File: config.mk
export PLATFORM = sky130hd
export DESIGN_NAME = uart_rx_param_flat
export DESIGN_NICKNAME = d
export VERILOG_FILES = /design/src/rtl/uart_rx_param_if.sv /design/src/rtl/uart_rx_param.sv /design/src/flat_wrapper.sv
export SDC_FILE = /design/constraint.sdc
export NUM_CORES = 1
export LEC_CHECK = 0
export ABC_AREA = 1
export BUFFER_PORTS_ARGS = -buffer_cell sky130_fd_sc_hd__buf_2
export CAP_MARGIN = 20
export CORE_UTILIZATION = 39
export DETAILED_ROUTE_END_ITERATION = 6
export SYNTH_ARGS = -nofsm -noshare
export SYNTH_HDL_FRONTEND = slang
export SYNTH_SLANG_ARGS = --single-unit
File: constraint.sdc
create_clock -name clk -period 7.91 [get_ports clk]
set_input_delay 0.791 -clock clk [delete_from_list [all_inputs] [get_ports clk]]
set_output_delay 0.791 -clock clk [all_outputs]
set_load 0.03 [all_outputs]
File: src/rtl/uart_rx_param_if.sv
// Receive-side word stream: the receiver presents a word with its error flags and
// holds it until the consumer takes it with valid && ready.
interface uart_rx_param_if #(
    parameter int DATA_BITS = 8
);
    logic [DATA_BITS-1:0] data_out;
    logic                 valid;
    logic                 ready;
    logic                 framing_error;
    logic                 parity_error;
    logic                 overrun;

    modport master (
        output data_out,
        output valid,
        output framing_error,
        output parity_error,
        output overrun,
        input  ready
    );

    modport slave (
        input  data_out,
        input  valid,
        input  framing_error,
        input  parity_error,
        input  overrun,
        output ready
    );
endinterface

File: src/rtl/uart_rx_param.sv
// Oversampling UART receiver with majority voting, configurable frame format and a
// valid/ready output. Parity checking is built only when UART_RX_PARITY_EN is defined.
module uart_rx_param #(
    parameter int CLOCK_FREQUENCY = 100000000,
    parameter int DATA_BITS       = 8,
    parameter int STOP_BITS       = 1,
    parameter int OVERSAMPLE      = 16
) (
    input  logic            clk,
    input  logic            reset_n,
    input  logic            data_in,
    input  logic [31:0]     baud_rate,
    input  logic [1:0]      parity_mode,
    output logic            busy,
    uart_rx_param_if.master rx_if
);
    localparam int IDX_W = $clog2(OVERSAMPLE);
    localparam int BIT_W = $clog2(DATA_BITS);
    localparam logic [IDX_W-1:0] IDX_S0   = IDX_W'(OVERSAMPLE / 2 - 1);
    localparam logic [IDX_W-1:0] IDX_S1   = IDX_W'(OVERSAMPLE / 2);
    localparam logic [IDX_W-1:0] IDX_S2   = IDX_W'(OVERSAMPLE / 2 + 1);
    localparam logic [IDX_W-1:0] IDX_LAST = IDX_W'(OVERSAMPLE - 1);
    localparam logic [BIT_W-1:0] BIT_LAST = BIT_W'(DATA_BITS - 1);
    localparam logic             STOP_LAST = 1'(STOP_BITS - 1);

    typedef enum logic [2:0] {
        S_IDLE,
        S_START,
        S_DATA,
`ifdef UART_RX_PARITY_EN
        S_PARITY,
`endif
        S_STOP,
        S_LINE_WAIT
    } state_t;

    state_t               state_q, state_d;
    logic                 sync1_q, sync2_q, rx_prev_q;
    logic [31:0]          div_cnt_q, div_cnt_d;
    logic [IDX_W-1:0]     idx_q, idx_d;
    logic [1:0]           vote_q, vote_d;
    logic [BIT_W-1:0]     bit_cnt_q, bit_cnt_d;
    logic                 stop_cnt_q, stop_cnt_d;
    logic                 ferr_acc_q, ferr_acc_d;
    logic [DATA_BITS-1:0] shift_q, shift_d;
    logic [DATA_BITS-1:0] data_out_q, data_out_d;
    logic                 valid_q, valid_d;
    logic                 ferr_q, ferr_d;
    logic                 perr_q, perr_d;
    logic                 overrun_q, overrun_d;
    logic                 busy_q, busy_d;

    logic        rx;
    logic [31:0] rate_x, div_raw, divisor;
    logic        tick, sample_tick, end_tick, maj, stop_fail, complete;
    logic        par_used, par_err;

    assign rx = sync2_q;

    // Divisor 0 would never tick, so it is clamped; a zero rate is treated as the slowest line.
    assign rate_x  = baud_rate * 32'(OVERSAMPLE);
    assign div_raw = (rate_x == 32'd0) ? 32'hFFFF_FFFF : 32'(CLOCK_FREQUENCY) / rate_x;
    assign divisor = (div_raw == 32'd0) ? 32'd1 : div_raw;

    assign tick        = (div_cnt_q >= divisor - 32'd1);
    assign sample_tick = tick && (idx_q == IDX_S2);
    assign end_tick    = tick && (idx_q == IDX_LAST);
    assign maj         = (({1'b0, vote_q} + {2'b00, rx}) >= 3'd2);
    assign stop_fail   = ferr_acc_q | ~maj;

`ifdef UART_RX_PARITY_EN
    logic [1:0] par_mode_q, par_mode_d;
    logic       par_bit_q, par_bit_d;
    logic       frame_xor;

    assign frame_xor = (^shift_q) ^ par_bit_q;
    assign par_used  = (par_mode_q == 2'b01) || (par_mode_q == 2'b10);
    assign par_err   = ((par_mode_q == 2'b01) && frame_xor) ||
                       ((par_mode_q == 2'b10) && !frame_xor);
`else
    logic unused_parity_mode;

    assign unused_parity_mode = ^parity_mode;
    assign par_used           = 1'b0;
    assign par_err            = 1'b0;
`endif

    always_comb begin
        state_d    = state_q;
        div_cnt_d  = div_cnt_q;
        idx_d      = idx_q;
        vote_d     = vote_q;
        bit_cnt_d  = bit_cnt_q;
        stop_cnt_d = stop_cnt_q;
        ferr_acc_d = ferr_acc_q;
        shift_d    = shift_q;
        data_out_d = data_out_q;
        valid_d    = valid_q;
        ferr_d     = ferr_q;
        perr_d     = perr_q;
        overrun_d  = 1'b0;
        complete   = 1'b0;
`ifdef UART_RX_PARITY_EN
        par_mode_d = par_mode_q;
        par_bit_d  = par_bit_q;
`endif

        if (state_q == S_IDLE) begin
            div_cnt_d = 32'd0;
            idx_d     = '0;
        end else if (tick) begin
            div_cnt_d = 32'd0;
            idx_d     = (idx_q == IDX_LAST) ? '0 : idx_q + IDX_W'(1);
        end else begin
            div_cnt_d = div_cnt_q + 32'd1;
        end

        if (tick && (idx_q == IDX_S0)) begin
            vote_d = {1'b0, rx};
        end else if (tick && (idx_q == IDX_S1)) begin
            vote_d = vote_q + {1'b0, rx};
        end

        case (state_q)
            S_IDLE: begin
                if (rx_prev_q && !rx) begin
                    state_d    = S_START;
                    bit_cnt_d  = '0;
                    stop_cnt_d = 1'b0;
                    ferr_acc_d = 1'b0;
`ifdef UART_RX_PARITY_EN
                    par_mode_d = parity_mode;
`endif
                end
            end
            S_START: begin
                if (sample_tick && maj) begin
                    state_d = S_IDLE;
                end else if (end_tick) begin
                    state_d = S_DATA;
                end
            end
            S_DATA: begin
                if (sample_tick) begin
                    shift_d = {maj, shift_q[DATA_BITS-1:1]};
                end
                if (end_tick) begin
                    if (bit_cnt_q == BIT_LAST) begin
`ifdef UART_RX_PARITY_EN
                        state_d = par_used ? S_PARITY : S_STOP;
`else
                        state_d = S_STOP;
`endif
                    end else begin
                        bit_cnt_d = bit_cnt_q + BIT_W'(1);
                    end
                end
            end
`ifdef UART_RX_PARITY_EN
            S_PARITY: begin
                if (sample_tick) begin
                    par_bit_d = maj;
                end
                if (end_tick) begin
                    state_d = S_STOP;
                end
            end
`endif
            S_STOP: begin
                // The last stop bit completes at mid-bit to leave margin for the next start edge.
                if (sample_tick) begin
                    if (stop_cnt_q == STOP_LAST) begin
                        complete = 1'b1;
                        state_d  = maj ? S_IDLE : S_LINE_WAIT;
                    end else begin
                        ferr_acc_d = stop_fail;
                    end
                end
                if (end_tick) begin
                    stop_cnt_d = stop_cnt_q + 1'b1;
                end
            end
            S_LINE_WAIT: begin
                if (rx) begin
                    state_d = S_IDLE;
                end
            end
            default: state_d = S_IDLE;
        endcase

        // A handshake in the same cycle frees the slot, so the new word loads instead of overrunning.
        if (complete) begin
            if (!valid_q || rx_if.ready) begin
                data_out_d = shift_q;
                ferr_d     = stop_fail;
                perr_d     = par_used && par_err;
                valid_d    = 1'b1;
            end else begin
                overrun_d = 1'b1;
            end
        end else if (valid_q && rx_if.ready) begin
            valid_d = 1'b0;
        end

        busy_d = (state_d != S_IDLE);
    end

    always_ff @(posedge clk or negedge reset_n) begin
        if (!reset_n) begin
            state_q    <= S_IDLE;
            sync1_q    <= 1'b1;
            sync2_q    <= 1'b1;
            rx_prev_q  <= 1'b1;
            div_cnt_q  <= 32'd0;
            idx_q      <= '0;
            vote_q     <= 2'd0;
            bit_cnt_q  <= '0;
            stop_cnt_q <= 1'b0;
            ferr_acc_q <= 1'b0;
            shift_q    <= '0;
            data_out_q <= '0;
            valid_q    <= 1'b0;
            ferr_q     <= 1'b0;
            perr_q     <= 1'b0;
            overrun_q  <= 1'b0;
            busy_q     <= 1'b0;
`ifdef UART_RX_PARITY_EN
            par_mode_q <= 2'b00;
            par_bit_q  <= 1'b0;
`endif
        end else begin
            state_q    <= state_d;
            sync1_q    <= data_in;
            sync2_q    <= sync1_q;
            rx_prev_q  <= sync2_q;
            div_cnt_q  <= div_cnt_d;
            idx_q      <= idx_d;
            vote_q     <= vote_d;
            bit_cnt_q  <= bit_cnt_d;
            stop_cnt_q <= stop_cnt_d;
            ferr_acc_q <= ferr_acc_d;
            shift_q    <= shift_d;
            data_out_q <= data_out_d;
            valid_q    <= valid_d;
            ferr_q     <= ferr_d;
            perr_q     <= perr_d;
            overrun_q  <= overrun_d;
            busy_q     <= busy_d;
`ifdef UART_RX_PARITY_EN
            par_mode_q <= par_mode_d;
            par_bit_q  <= par_bit_d;
`endif
        end
    end

    assign rx_if.data_out      = data_out_q;
    assign rx_if.valid         = valid_q;
    assign rx_if.framing_error = ferr_q;
    assign rx_if.parity_error  = perr_q;
    assign rx_if.overrun       = overrun_q;
    assign busy                = busy_q;
endmodule

File: src/flat_wrapper.sv
// flat-port wrapper written by rule: the top's interface ports become plain ports
module uart_rx_param_flat 
#(
    parameter int CLOCK_FREQUENCY = 100000000,
    parameter int DATA_BITS       = 8,
    parameter int STOP_BITS       = 1,
    parameter int OVERSAMPLE      = 16
)
  (clk, reset_n, data_in, baud_rate, parity_mode, busy, rx_if_data_out, rx_if_valid, rx_if_framing_error, rx_if_parity_error, rx_if_overrun, rx_if_ready);
  uart_rx_param_if #(.DATA_BITS(DATA_BITS)) rx_if_i ();
  input  logic clk;
  input  logic reset_n;
  input  logic data_in;
  input  logic [31:0] baud_rate;
  input  logic [1:0] parity_mode;
  output logic busy;
  output wire logic [$bits(rx_if_i.data_out)-1:0] rx_if_data_out;
  output wire logic [$bits(rx_if_i.valid)-1:0] rx_if_valid;
  output wire logic [$bits(rx_if_i.framing_error)-1:0] rx_if_framing_error;
  output wire logic [$bits(rx_if_i.parity_error)-1:0] rx_if_parity_error;
  output wire logic [$bits(rx_if_i.overrun)-1:0] rx_if_overrun;
  input wire logic [$bits(rx_if_i.ready)-1:0] rx_if_ready;
  assign rx_if_data_out = rx_if_i.data_out;
  assign rx_if_valid = rx_if_i.valid;
  assign rx_if_framing_error = rx_if_i.framing_error;
  assign rx_if_parity_error = rx_if_i.parity_error;
  assign rx_if_overrun = rx_if_i.overrun;
  assign rx_if_i.ready = rx_if_ready;
  uart_rx_param #(.CLOCK_FREQUENCY(CLOCK_FREQUENCY), .DATA_BITS(DATA_BITS), .STOP_BITS(STOP_BITS), .OVERSAMPLE(OVERSAMPLE)) u_core (.clk(clk), .reset_n(reset_n), .data_in(data_in), .baud_rate(baud_rate), .parity_mode(parity_mode), .busy(busy), .rx_if(rx_if_i));
endmodule
==> qor.csv <==
stage;metric;value;unit
power_and_ir_drop;p_per_area;56.50;nW/um^2
timing;skew;0.009263;ns
power_and_ir_drop;leakagePower;24.01;nW
timing;slew_headroom;0.3915;
placed_design;io_buffers;43;
placed_design;dp.final_hpwl;78.62;mm
floorplan;initial_utilization;0.3952;
setup_path;slowest_stage;or3_1;
outcome;status;finished, violations left;
global_routing;antenna_found_initial;1;
timing;grt_setup_unrepaired;yes;
routing;antenna_left;0;
cts;holdBufCountCts;0;
synth;synth_cell_type_count;80;
timing;worst_pin_slew;0.9127;ns
synth;synth_cells;4403;
global_routing;grt_pass1_wl;162.0;mm
cts;clk_latency;0.35;ns
global_routing;gr-usage-all-layers;0.2813;
synth;ys_dominant_reg_cell;dfrtp_1;
routing;finalWirelength;110.6;mm
floorplan;die_w;263.1;um
timing;fmax;18.52;MHz
outcome;violations;DRC, setup timing;
final_layout;antenna_cells;0;
timing;min_period;53.99;ns
job;drv_cap;0;
setup_path;startpoint_type;input pin;
synth;async_reset_ff_frac;1.000;
placed_design;gp_congestion;0.9328;
routing;wl_per_cell;15.82;um
setup_path;max_stage_delay;0.38;ns
setup_path;crit_arrival;54.21;ns
final_layout;fin_nets;6566;
final_layout;num-fill-cells;5419;
global_routing;grt_overflow;0;
floorplan;ios;51;
setup_path;crit_type;in2reg;
global_routing;grt_max_degree;70;
final_layout;area_delta_synth_final;69.69;%
timing;fin_setup_tns;-3033.20;ns
placed_design;dp_cells;6690;
final_layout;drive_gt1_frac;0.4479;
cts;clock-sinks;69;
routing;viasPerCell;5.138;
cts;clk_path_buf_depth;2;
global_routing;grt_pass1_vias;32780;
synth;ys_ff_latch;69;
routing;drc;1;
floorplan;rows;95;
timing;finalCritPeriodShare;6.825;
timing;drv_slew;0;
floorplan;core_area;67280;sq um
floorplan;die-height;263.1;um
setup_path;cp_data_required_time;8.13;ns
routing;drt-initial-drc-count;2364;
setup_path;cp-end-kind;flip-flop;
cts;cts_buffers;9;
synth;ys_seq_area_frac;0.06508;
cts;root_buffer;clkbuf_16;
routing;detail_route.first_pass.iterations;7;
routing;vias;35900;
timing;hold_viol_final;0;
synth;synth-warning-count;0;
power_and_ir_drop;vdd_ir_drop_max;0.1064;mV
synth;synth_edf_count;0;
setup_path;cp_max_fo;23;
cts;h-tree-depth;3;
cts;cts_tree;yes;
timing;setup_slack;-46.08;ns
cts;clkSlewWorstSetupHoldPaths;0.07;ns
power_and_ir_drop;power;2.549;mW
timing;setup_violations;66;
synth;synth.avg_cell_area;6.039;sq um
synth;synth_fp_nets;4859;
final_layout;final_cells;6988;
min_path;hp-class;reg2reg;
synth;synthesis.area;26590;sq um
floorplan;die-area;69230;sq um
final cells by class:
cell class              count  area [sq um]  area share
clock buffers               9         225.2    0.004992
clock inverters             7         57.56    0.001276
inverters                 625          2490     0.05519
multi-input cells        3624         25820      0.5724
flip-flops and latches     69          1730     0.03835
well taps                 873          1092     0.02421
repair buffers           1778         13680      0.3031
repair inverters            3         22.52   0.0004992
layer usage:
metal	track usage	wire length [um]	share of wire	vias up
met3	0.01628	5417	0.049	262
met2	0.4789	51860	0.47	980
met1	0.3873	49320	0.45	16670
met4	0.06385	3982	0.036	0
li1	-	-	-	18000
met5	0	0	0	-
through the flow:
stage	cell area [sq um]	utilization	worst slack [ns]	hold WS [ns]
4_1_cts	41280	0.6135	-44.47	0.3682
3_5_place_dp	39310	0.5844	-46.99	0.3512
2_1_floorplan	27810	-	-44.48	0.3452
6_report	45120	0.6706	-46.08	0.3653
5_1_grt	45120	0.6706	-49.57	0.3747
3_3_place_gp	39310	0.5844	-45.35	0.3486
critical path, delay by kind of cell:
family	cells	cell delay, ns
muxes	1	0.23
buffers and inverters	105	11.04
xor gates and xnor gates	1	0.23
and+or+nand+nor	179	17.24
adders and majority gates	26	6.62
AOI/OAI and AO/OA	131	17.89
repair_timing:
action                                  in CTS  in global routing
buffers inserted                           134                136
gates cloned                                 5                 10
endpoints found under the setup margin      66                 66
resized for setup                          151                617
pin swaps                                  110                339
synth_stat cells, types with 19 or more instances:
master | count | area (sq um)
xnor2_1 | 131 | 1147
o21ai_2 | 33 | 289.0
nand2_1 | 1102 | 4136
nor2_1 | 323 | 1212
inv_2 | 40 | 150.1
a21oi_1 | 401 | 2007
a21oi_2 | 20 | 175.2
dfrtp_1 | 66 | 1652
o21ai_0 | 189 | 945.9
inv_1 | 577 | 2166
o21ai_1 | 64 | 320.3
nor4_1 | 19 | 118.9
nand3_1 | 282 | 1411
nand2_2 | 47 | 294.0
o21bai_1 | 48 | 360.4
buf_2 | 31 | 155.2
clkbuf_1 | 24 | 90.09
xor2_1 | 175 | 1533
nor3_1 | 60 | 300.3
ha_1 | 418 | 5230
nand4_1 | 33 | 206.5
or2_2 | 58 | 362.9
state kept, by name, indices dropped and copies added, names as in the netlist, 2 cells and up:
register and count:
u_core.idx_q 4, u_core.div_cnt_q 32, u_core.bit_cnt_q 3, u_core.state_q 3
u_core.vote_q 2, u_core.rx_if.data_out 8, u_core.shift_q 8
power breakdown:
part           internal [mW]  total [mW]  switching, mW
Combinational          0.849        1.76          0.907
Clock                  0.217       0.398          0.182
Sequential             0.374       0.395         0.0214
cell usage in the layout, fill, tap and decap left out, types with 85 or more instances in the layout:
master,count
a21oi_1,314
a21oi_2,91
buf_4,1672
ha_1,319
ha_4,92
inv_1,504
inv_2,85
nand2_1,950
nand2_2,155
nand3_1,235
nor2_1,251
o21ai_0,124
xnor2_1,130
xor2_1,172
cells by family (layout without fill, tap and decap cells):
family | Yosys count | count (layout) | synth area share
simple gates | 2005 | 2006 | 0.3308
flops | 69 | 69 | 0.06508
xor+xnor | 306 | 306 | 0.1008
fa+ha+maj | 418 | 418 | 0.1967
compound gates | 884 | 885 | 0.1950
other cells | 1 | 1 | 0.0001410
buf+inv | 712 | 2422 | 0.1085
mux | 8 | 8 | 0.003012
final timing paths:
path | start | end | slack [ns] | depth (start not counted)
worst max-delay path | baud_rate[12] | u_core.busy | -46.08 | 443
worst min-delay path | u_core.sync1_q | u_core.rx | 0.37 | 0
worst max register to register | u_core.div_cnt_q[1] | u_core.div_cnt_q[30] | 2.73 | 22
worst min register to register | u_core.sync1_q | u_core.rx | 0.37 | 0
max in group asynchronous | reset_n | u_core.div_cnt_q[18] | 6.67 | 2
min in group asynchronous | reset_n | u_core.stop_cnt_q | 0.64 | 2
No activity file was read; power rests on OpenSTA's default activity.
